<file path="config.mk">
export PLATFORM = sky130hd
export DESIGN_NAME = uart_rx_os
export DESIGN_NICKNAME = d
export VERILOG_FILES = /design/src/rtl/uart_pkg.sv /design/src/rtl/uart_os_tick.sv /design/src/rtl/uart_rx_os.sv
export SDC_FILE = /design/constraint.sdc
export NUM_CORES = 1
export LEC_CHECK = 0
export BUFFER_PORTS_ARGS = -buffer_cell sky130_fd_sc_hd__buf_4
export CAP_MARGIN = 5
export CORE_MARGIN = 4
export CORE_UTILIZATION = 35
export DETAILED_ROUTE_END_ITERATION = 8
export SYNTH_ARGS = -nofsm -noshare
export SYNTH_HDL_FRONTEND = slang
export SYNTH_SLANG_ARGS = --single-unit
</file>
<file path="constraint.sdc">
create_clock -name clk_i -period 1.8 [get_ports clk_i]
set_input_delay 0.09 -clock clk_i [delete_from_list [all_inputs] [get_ports clk_i]]
set_output_delay 0.09 -clock clk_i [all_outputs]
set_load 0.005 [all_outputs]
</file>
<file path="src/rtl/uart_pkg.sv">
// Shared UART definitions: receiver FSM encoding and the default line-rate constants
// used by the transmitter, the receiver and uart_top.
package uart_pkg;

    localparam int UART_CLK_DIV   = 27;
    localparam int UART_OVS       = 16;
    localparam int UART_DATA_BITS = 8;

    typedef enum logic [2:0] {
        ST_IDLE      = 3'd0,
        ST_START     = 3'd1,
        ST_DATA      = 3'd2,
        ST_STOP      = 3'd3,
        ST_WAIT_IDLE = 3'd4
    } uart_state_e;

    // Counter width for a modulo-n counter; never narrower than one bit.
    function automatic int cnt_width(input int n);
        return (n > 1) ? $clog2(n) : 1;
    endfunction

endpackage

</file>
<file path="src/rtl/uart_os_tick.sv">
// Free-running oversample tick generator: one-clock pulse every CLK_DIV system clocks.
module uart_os_tick
    import uart_pkg::*;
#(
    parameter int CLK_DIV = UART_CLK_DIV
) (
    input  logic clk_i,
    input  logic rst_ni,
    output logic tick_o
);

    localparam int CW = cnt_width(CLK_DIV);
    localparam logic [CW-1:0] CNT_LAST = CW'(CLK_DIV - 1);

    logic [CW-1:0] cnt_q;
    logic [CW-1:0] cnt_d;

    assign tick_o = (cnt_q == CNT_LAST);

    always_comb begin
        cnt_d = tick_o ? '0 : cnt_q + CW'(1);
    end

    always_ff @(posedge clk_i or negedge rst_ni) begin
        if (!rst_ni) begin
            cnt_q <= '0;
        end else begin
            cnt_q <= cnt_d;
        end
    end

endmodule

</file>
<file path="src/rtl/uart_rx_os.sv">
// 16x-oversampled 8N1 UART receiver with false-start filter, framing-error and
// overrun detection, presenting bytes through a rdy/rdy_clr handshake.
module uart_rx_os
    import uart_pkg::*;
#(
    parameter int CLK_DIV   = UART_CLK_DIV,
    parameter int OVS       = UART_OVS,
    parameter int DATA_BITS = UART_DATA_BITS
) (
    input  logic                 clk_i,
    input  logic                 rst_ni,
    input  logic                 rx_i,
    input  logic                 rdy_clr_i,
    output logic                 rdy_o,
    output logic [DATA_BITS-1:0] dout_o,
    output logic                 busy_o,
    output logic                 frame_err_o,
    output logic                 overrun_o
);

    localparam int SW = cnt_width(OVS);
    localparam int BW = cnt_width(DATA_BITS);
    localparam logic [SW-1:0] SAMP_MID  = SW'(OVS / 2 - 1);
    localparam logic [SW-1:0] SAMP_LAST = SW'(OVS - 1);
    localparam logic [BW-1:0] BIT_LAST  = BW'(DATA_BITS - 1);

    logic                 sync1_q;
    logic                 sync2_q;
    logic                 rx_s;
    logic                 tick;

    uart_state_e          state_q;
    logic [SW-1:0]        samp_q;
    logic [BW-1:0]        bit_q;
    logic [DATA_BITS-1:0] shift_q;
    logic [DATA_BITS-1:0] dout_q;
    logic                 rdy_q;
    logic                 busy_q;
    logic                 fe_q;
    logic                 ov_q;

    uart_os_tick #(
        .CLK_DIV (CLK_DIV)
    ) u_tick (
        .clk_i  (clk_i),
        .rst_ni (rst_ni),
        .tick_o (tick)
    );

    // Synchroniser idles high so reset never looks like a start bit.
    always_ff @(posedge clk_i or negedge rst_ni) begin
        if (!rst_ni) begin
            sync1_q <= 1'b1;
            sync2_q <= 1'b1;
        end else begin
            sync1_q <= rx_i;
            sync2_q <= sync1_q;
        end
    end

    assign rx_s = sync2_q;

    always_ff @(posedge clk_i or negedge rst_ni) begin
        if (!rst_ni) begin
            state_q <= ST_IDLE;
            samp_q  <= '0;
            bit_q   <= '0;
            shift_q <= '0;
            dout_q  <= '0;
            rdy_q   <= 1'b0;
            busy_q  <= 1'b0;
            fe_q    <= 1'b0;
            ov_q    <= 1'b0;
        end else begin
            // Acknowledge first; a completion on the same edge overrides it below.
            if (rdy_clr_i) begin
                rdy_q <= 1'b0;
                fe_q  <= 1'b0;
                ov_q  <= 1'b0;
            end
            if (tick) begin
                unique case (state_q)
                    ST_IDLE: begin
                        if (!rx_s) begin
                            state_q <= ST_START;
                            samp_q  <= '0;
                            busy_q  <= 1'b1;
                        end
                    end
                    ST_START: begin
                        if (samp_q == SAMP_MID) begin
                            if (!rx_s) begin
                                state_q <= ST_DATA;
                                samp_q  <= '0;
                                bit_q   <= '0;
                            end else begin
                                state_q <= ST_IDLE;
                                busy_q  <= 1'b0;
                            end
                        end else begin
                            samp_q <= samp_q + SW'(1);
                        end
                    end
                    ST_DATA: begin
                        if (samp_q == SAMP_LAST) begin
                            shift_q <= {rx_s, shift_q[DATA_BITS-1:1]};
                            samp_q  <= '0;
                            if (bit_q == BIT_LAST) begin
                                state_q <= ST_STOP;
                            end else begin
                                bit_q <= bit_q + BW'(1);
                            end
                        end else begin
                            samp_q <= samp_q + SW'(1);
                        end
                    end
                    ST_STOP: begin
                        // Decide at mid stop bit so a back-to-back start edge is not missed.
                        if (samp_q == SAMP_LAST) begin
                            if (rx_s) begin
                                if (rdy_q && !rdy_clr_i) begin
                                    ov_q <= 1'b1;
                                end else begin
                                    dout_q <= shift_q;
                                    rdy_q  <= 1'b1;
                                end
                                state_q <= ST_IDLE;
                                busy_q  <= 1'b0;
                            end else begin
                                fe_q    <= 1'b1;
                                state_q <= ST_WAIT_IDLE;
                            end
                        end else begin
                            samp_q <= samp_q + SW'(1);
                        end
                    end
                    ST_WAIT_IDLE: begin
                        if (rx_s) begin
                            state_q <= ST_IDLE;
                            busy_q  <= 1'b0;
                        end
                    end
                    default: begin
                        state_q <= ST_IDLE;
                        busy_q  <= 1'b0;
                    end
                endcase
            end
        end
    end

    assign rdy_o       = rdy_q;
    assign dout_o      = dout_q;
    assign busy_o      = busy_q;
    assign frame_err_o = fe_q;
    assign overrun_o   = ov_q;

endmodule
</file>
==> results of run 1 <==
==> stage by stage <==
step	setup TNS (ns)	power (W)	setup slack [ns]	util, %
6_report	-0.00731	0.00161	-0.00731	48.5
5_1_grt	-0.872	0.00168	-0.0846	48.5
4_1_cts	0	0.00164	0.00185	46.2
3_5_place_dp	-0.211	0.000899	-0.0311	42.9
3_3_place_gp	-0.00404	0.000897	-0.00169	42.9
2_1_floorplan	0	0.000870	0.00717	-
==> cell type report <==
cell class                 instances  area [sq um]  area share, %
tap                               67          83.8           3.64
timing repair buffer              36           292           12.6
clock buffer                       5          68.8           2.99
sequential                        37           928           40.3
clock inverter                     3          46.3           2.01
inverter                           7          26.3           1.14
multi-input combinational         97           860           37.3
==> final timing paths <==
check,startpoint,endpoint,slack (ns),cells past startpoint
setup / recovery,u_tick.cnt_q[0],bit_q[0],-0.007,7
min in group clk_i,sync1_q,rx_s,0.36,0
hold / removal,rst_ni,bit_q[0],0.30,2
setup reg to reg,u_tick.cnt_q[0],bit_q[0],-0.007,7
hold reg to reg,sync1_q,rx_s,0.36,0
max in group asynchronous,rst_ni,sync1_q,1.14,2
==> flip-flops by register name (all words and copies together), names as in the netlist <==
name          count
bit_q             3
busy_o            1
dout_o            8
frame_err_o       1
overrun_o         1
rdy_o             1
rx_s              1
samp_q            4
shift_q           8
state_q           3
sync1_q           1
u_tick.cnt_q      5
==> routing by layer <==
metal | vias up | wire length [microns]
met5 | - | 0
met4 | 0 | 81
met1 | 632 | 1560
li1 | 601 | -
met3 | 7 | 109
met2 | 26 | 1830
==> cell usage after synthesis (all sizes together) (2+ instances only) <==
| cell | n |
|---|---|
| a21oi | 6 |
| a22o | 2 |
| and3 | 2 |
| buf | 3 |
| clkbuf | 4 |
| dfrtp | 35 |
| dfstp | 2 |
| ha | 5 |
| inv | 7 |
| mux2 | 19 |
| mux2i | 2 |
| nand2 | 6 |
| nand3 | 4 |
| nand3b | 3 |
| nor2 | 10 |
| nor3 | 4 |
| nor4 | 3 |
| o21ai | 8 |
| or3 | 2 |
| xnor2 | 2 |
==> kinds of logic (layout without fill, tap and decap cells) <==
kind of cell / Yosys count / in the layout / share of synthesized area, %
DFF: 37 / 37 / 53.8
buffers and inverters: 14 / 51 / 3.63
xor gates and xnor gates: 3 / 3 / 1.52
and+or+nand+nor: 40 / 40 / 12.8
muxes: 21 / 21 / 13.8
AOI/OAI and AO/OA: 28 / 28 / 10.7
adders and majority gates: 5 / 5 / 3.63
==> worst register-to-register path: stages, from the launching register on <==
cell and delay [ns]:
dfrtp_1 0.38, inv_1 0.06, ha_2 0.18, nand4b_1 0.19, buf_6 0.20, a31o_4 0.22, a21o_1 0.18, mux2_4 0.29
==> report_power, final <==
part           switching, W  internal [W]  leakage [nW]
Clock              0.000308      0.000414        0.0543
Combinational     0.0000285     0.0000186         0.543
Sequential       0.00000613      0.000836         0.488
Total              0.000342       0.00127          1.08
==> what timing repair did <==
| action | 4_1_cts | 5_1_grt |
|---|---|---|
| resized for setup | 2 | 26 |
| pin swaps | 0 | 5 |
| hold endpoints to repair | 37 | 0 |
| hold buffers | 3 | 0 |
| setup buffers | 0 | 3 |
| cloned | 0 | 0 |
| setup endpoints to repair | 12 | 24 |
==> results.ini, run 1 <==
[run_status]
status = finished, violations left
violations = setup timing

[power]
p_leak_nw = 1.08
vdd_drop_max_mv = 0.284
cellPowerDensity_nw_per_um2 = 699

[grt]
grt_pass1_wl_microns = 5730
grt_max_degree = 38
met1_usage_pct = 13.4
grt_pass1_vias = 1256
antenna_found_initial = 0
grt.busiest_layer = met2
grt_overflow_total = 0
grt_use_met3_pct = 3.44
grt_usage_pct = 12.0
grt_use_met2_pct = 20.3

[drt]
dr.pass1.iters = 4
drt_iter0_markers = 75
wl_microns = 3580
vias = 1266
avgRoutedWirePerCell_microns = 14.2
ant_nets = 0
drc = 0
via_per_inst = 5.02

[sta]
skew_ns = 0.00634
period_needed_ns = 1.81
max_freq_mhz = 553
timing.final.crit_share_pct = 100
max_slew_margin_pct = 68.0
worst_slew_pin_slew_ns = 0.479
rsz0062_at_grt = true
final-setup-viol-count = 1
slew_viol_final = 0
hold_viol_final = 0
hold_ws_ns = 0.301
fin_ws_ns = -0.00731

[setup_path]
arrival_ns = 1.99
slowest_delay_ns = 0.38
cp-end-kind = register
startpoint_type = register
critPathRequiredTime_ns = 1.98
critPathSlowestCell = dfrtp_1
path_cells = inv_1 -> ha_2 -> nand4b_1 -> buf_6 -> a31o_4 -> a21o_1 -> mux2_4
crit_buf_inv = 2
critPathKind = reg2reg
critPathTopFamily = compound AO/OA/AOI/OAI gates
cp_max_fo = 6

[clocking]
h-tree-depth = 2
cts_root_buffer = clkbuf_8
cts_num_sinks = 37
cts_tree = built
clk_pin_slew_ns = 0.08
clk_latency_ns = 0.29
clockBufferDepth = 2
cts_made_buffers = 5

[placement]
hpwlAfterDp_microns = 2310
gp_congestion = 0.778
placed_cells = 239
placed_cell_area_sq_um = 2040
io_buffers = 15

[synth]
ys_types = 42
yosysTopAreaCell = dfrtp_1
yosysTopAreaCellShare_pct = 50.8
synthArstFlopShare_pct = 100
syn-num-nets = 157
syn_area_per_cell_sq_um = 11.6
ys_top_cells_by_area = dfrtp_1 (51%), mux2_2 (12%), ha_1 (3.6%)
synth-main-ff-cell = dfrtp_1
ys.warnings.count = 0
syn_inst = 148
yosysSeqAreaShare_pct = 53.8
synth_edf_count = 0
synth_area_sq_um = 1720
ys_seq_elements = 37

[cells_and_area]
stdcell_area_sq_um = 2300
nFillCells = 431
final_cells = 252
n_antenna_cell = 0
syn_to_final_growth_pct = 33.7
nNetsFinal = 193
mostFrequentLayoutCell = dfrtp_1
final_cell_mix = dfrtp_1 (35), buf_4 (30), mux2_4 (18)
final_layout_size_suffix_gt1_share_pct = 38.9

[floorplan]
ios = 16
core_sq_um = 4750
initial_utilization_pct = 36.3
dieArea_sq_um = 6110
row_count = 25
die_h_microns = 78.2
dieWidth_microns = 78.2

[run]
drv_cap = 0

[min_path]
hp-class = in2async

No activity file was read; power rests on OpenSTA's default activity.
==> run 2: changes to the inputs <==
SETUP_SLACK_MARGIN = 0.3   (was default)
SYNTH_HIERARCHICAL = 1   (was default)
==> run 2 against run 1 <==
Net effect:
- the flow still finishes with violations (setup timing)
- sequential share of layout area down 2.6 points
- combinational power rose by 27%
- via count grew 1.7%
- largest power group unchanged
- critical endpoint is now state_q[0]
- highest routed layer unchanged
==> results.ini, run 2 <==
[run_status]
status = finished, violations left  ; unchanged
violations = setup timing  ; unchanged

[grt]
grt_max_degree = 38  ; unchanged
grt_overflow_total = 0  ; unchanged
grt_pass1_wl_microns = 6330  ; was 5730 microns
antenna_found_initial = 0  ; unchanged
grt_usage_pct = 12.7  ; was 12.0%
grt_pass1_vias = 1375  ; was 1256

[setup_path]
startpoint_type = register  ; unchanged
cp-startpoint = u_tick/cnt_q[0]  ; was u_tick.cnt_q[0]
rrSetupSlack_ns = -0.05  ; was -0.007 ns
r2r_cells = 7  ; unchanged
slowest_delay_ns = 0.38  ; about the same
cp_max_fo = 5  ; was 6
critPathSlowestCell = dfrtp_1  ; unchanged
critPathKind = reg2reg  ; unchanged
regToRegStartpoint = u_tick/cnt_q[0]  ; was u_tick.cnt_q[0]
critPathRequiredTime_ns = 1.98  ; about the same
reg2reg_to = state_q[0]  ; was bit_q[0]
arrival_ns = 2.02  ; was 1.99 ns
path_cells = inv_1 -> ha_2 -> and4b_2 -> buf_4 -> o31ai_4 -> a211oi_4 -> mux2_4  ; was inv_1 -> ha_2 -> nand4b_1 -> buf_6 -> a31o_4 -> a21o_1 -> mux2_4
endpoint = state_q[0]  ; was bit_q[0]
cp-end-kind = register  ; unchanged

[floorplan]
dieWidth_microns = 79.9  ; was 78.2 microns
ios = 16  ; unchanged
initial_utilization_pct = 37.3  ; was 36.3%
dieArea_sq_um = 6380  ; was 6110 sq um
die_h_microns = 79.9  ; was 78.2 microns
core_sq_um = 4850  ; was 4750 sq um
row_count = 25  ; unchanged

[placement]
placed_cell_area_sq_um = 2120  ; was 2040 sq um
io_buffers = 15  ; unchanged
gp_congestion = 0.819  ; was 0.778
pre_cts_slack_ns = -0.0873  ; was -0.0311 ns
hpwlAfterDp_microns = 2470  ; was 2310 microns

[synth]
synthArstFlopShare_pct = 100  ; unchanged
syn-num-nets = 157  ; unchanged
synth_edf_count = 0  ; unchanged
yosys-top-cells-count = dfrtp_1 (35), mux2_2 (20), nor2_1 (10)  ; was dfrtp_1 (35), mux2_2 (18), nor2_1 (10)
syn_area_per_cell_sq_um = 12.2  ; was 11.6 sq um
synth_most_common_cell = dfrtp_1  ; unchanged
ys_seq_elements = 37  ; unchanged
ys_top_cells_by_area = dfrtp_1 (48%), mux2_2 (12%), ha_1 (3.5%)  ; was dfrtp_1 (51%), mux2_2 (12%), ha_1 (3.6%)
synth-main-ff-cell = dfrtp_1  ; unchanged
ys.warnings.count = 6  ; was 0
yosysTopAreaCell = dfrtp_1  ; unchanged
yosysSeqAreaShare_pct = 51.3  ; was 53.8%
synth_area_sq_um = 1810  ; was 1720 sq um
syn_inst = 148  ; unchanged
yosysTopAreaCellShare_pct = 48.4  ; was 50.8%
ys_types = 47  ; was 42

[power]
p_leak_nw = 1.11  ; was 1.08 nW
p_switching_w = 0.000331  ; was 0.000342 W
internal-power_w = 0.00131  ; was 0.00127 W
swShare_pct = 20.2  ; was 21.2%
p_clk_share_pct = 45.2  ; was 44.8%
p_comb_share_pct = 3.6  ; was 2.9%
seqPwrFrac_pct = 51.2  ; was 52.3%
vdd_drop_max_mv = 0.515  ; was 0.284 mV
cellPowerDensity_nw_per_um2 = 667  ; was 699 nW/um^2

[drt]
wl_microns = 3600  ; was 3580 microns
avgRoutedWirePerCell_microns = 13.6  ; was 14.2 microns
ant_nets = 0  ; unchanged
drc = 0  ; unchanged
drt_iter0_markers = 49  ; was 75
via_per_inst = 4.88  ; was 5.02
vias = 1288  ; was 1266
dr.pass1.iters = 4  ; unchanged

[cells_and_area]
final_cell_mix = buf_4 (39), dfrtp_1 (35), mux2_4 (12)  ; was dfrtp_1 (35), buf_4 (30), mux2_4 (18)
final_layout_size_suffix_gt1_share_pct = 46.7  ; was 38.9%
nNetsFinal = 205  ; was 193
regArea_sq_um = 928  ; unchanged
stdcell_area_sq_um = 2460  ; was 2300 sq um
n_antenna_cell = 0  ; unchanged
mostFrequentLayoutCell = buf_4  ; was dfrtp_1
nFillCells = 433  ; was 431
syn_to_final_growth_pct = 36.2  ; was 33.7%
multi_input_area_sq_um = 940  ; was 860 sq um

[sta]
worst_slew_pin_slew_ns = 0.466  ; was 0.479 ns
final-setup-viol-count = 11  ; was 1
fin_ws_ns = -0.0468  ; was -0.00731 ns
slew_viol_final = 0  ; unchanged
hold_viol_final = 0  ; unchanged
skew_ns = 0.00749  ; was 0.00634 ns
timing.final.crit_share_pct = 103  ; was 100%
fin_tns_setup_ns = -0.332  ; was -0.00731 ns
hold_ws_ns = 0.301  ; about the same
max_freq_mhz = 541  ; was 553 MHz
max_slew_margin_pct = 68.9  ; was 68.0%
rsz0062_at_grt = true  ; unchanged
period_needed_ns = 1.85  ; was 1.81 ns

[clocking]
clk_pin_slew_ns = 0.08  ; about the same
clockBufferDepth = 2  ; unchanged
cts_root_buffer = clkbuf_8  ; unchanged
cts_tree = built  ; unchanged
clk_latency_ns = 0.28  ; was 0.29 ns
cts_made_buffers = 5  ; unchanged
cts_num_sinks = 37  ; unchanged
h-tree-depth = 2  ; unchanged

[min_path]
hp-class = in2async  ; unchanged

[run]
drv_cap = 0  ; unchanged

-- run 2: cell type report --
class,count,area share [%]
repair buffers,45,14.8
multi-input cells,100,38.1
clock inverters,2,1.52
well taps,67,3.40
inverters,7,1.07
flip-flops and latches,37,37.7
clock buffers,6,3.35
-- run 2: metal layers --
layer	global-route usage (%)	routed length, microns
met1	15.6	1640
met2	21.0	1830
met3	3.05	82
met4	5.41	47
met5	0	0
-- run 2: cells by family after synthesis --
| group | share of synthesized area [%] |
|---|---|
| xor gates and xnor gates | 0.968 |
| AOI/OAI and AO/OA | 11.2 |
| buffers and inverters | 3.04 |
| adders and majority gates | 3.46 |
| muxes | 14.9 |
| and+or+nand+nor | 15.1 |
| DFF | 51.3 |
-- run 2: worst min path at each step --
stage	from	depth (start not counted)	slack, ns	end
floorplan	rst_ni	0	-0.21	bit_q[0]
global placement	rst_ni	1	0.08	u_tick/cnt_q[2]
detailed placement	rst_ni	1	0.09	samp_q[1]
CTS	rst_ni	2	0.32	shift_q[7]
global route	rst_ni	2	0.36	u_tick/cnt_q[0]
finish	rst_ni	2	0.30	samp_q[3]
-- run 2: timing repair --
| item | in CTS | in global routing |
|---|---|---|
| hold buffers | 3 | 0 |
| resized for setup | 9 | 11 |
| setup buffers | 12 | 0 |
| setup endpoints to repair | 30 | 30 |
| pin swaps | 8 | 7 |
| hold endpoints to repair | 37 | 0 |
-- run 2: through the flow --
step	power (W)	instances	utilization, %
floorplan	0.000881	148	-
global placement	0.000907	241	43.7
detailed placement	0.000908	241	43.7
CTS	0.00166	264	49.8
global route	0.00171	264	50.8
finish	0.00164	264	50.8
-- run 2: critical path, delay by kind of cell, from the launching register on --
kind | cells | cell delay [ns]
simple gates | 1 | 0.25
compound gates | 2 | 0.41
fa+ha+maj | 1 | 0.16
buf+inv | 2 | 0.21
mux | 1 | 0.33
flops | 1 | 0.38
-- run 2: power by group through the flow --
stage | logic (W) | clock network, W | registers [W]
after floorplan | 0.0000271 | 0 | 0.000853
after global placement | 0.0000501 | 0 | 0.000857
after detailed placement | 0.0000513 | 0 | 0.000857
after CTS | 0.0000613 | 0.000760 | 0.000840
after global routing | 0.0000687 | 0.000797 | 0.000841
final | 0.0000599 | 0.000742 | 0.000841
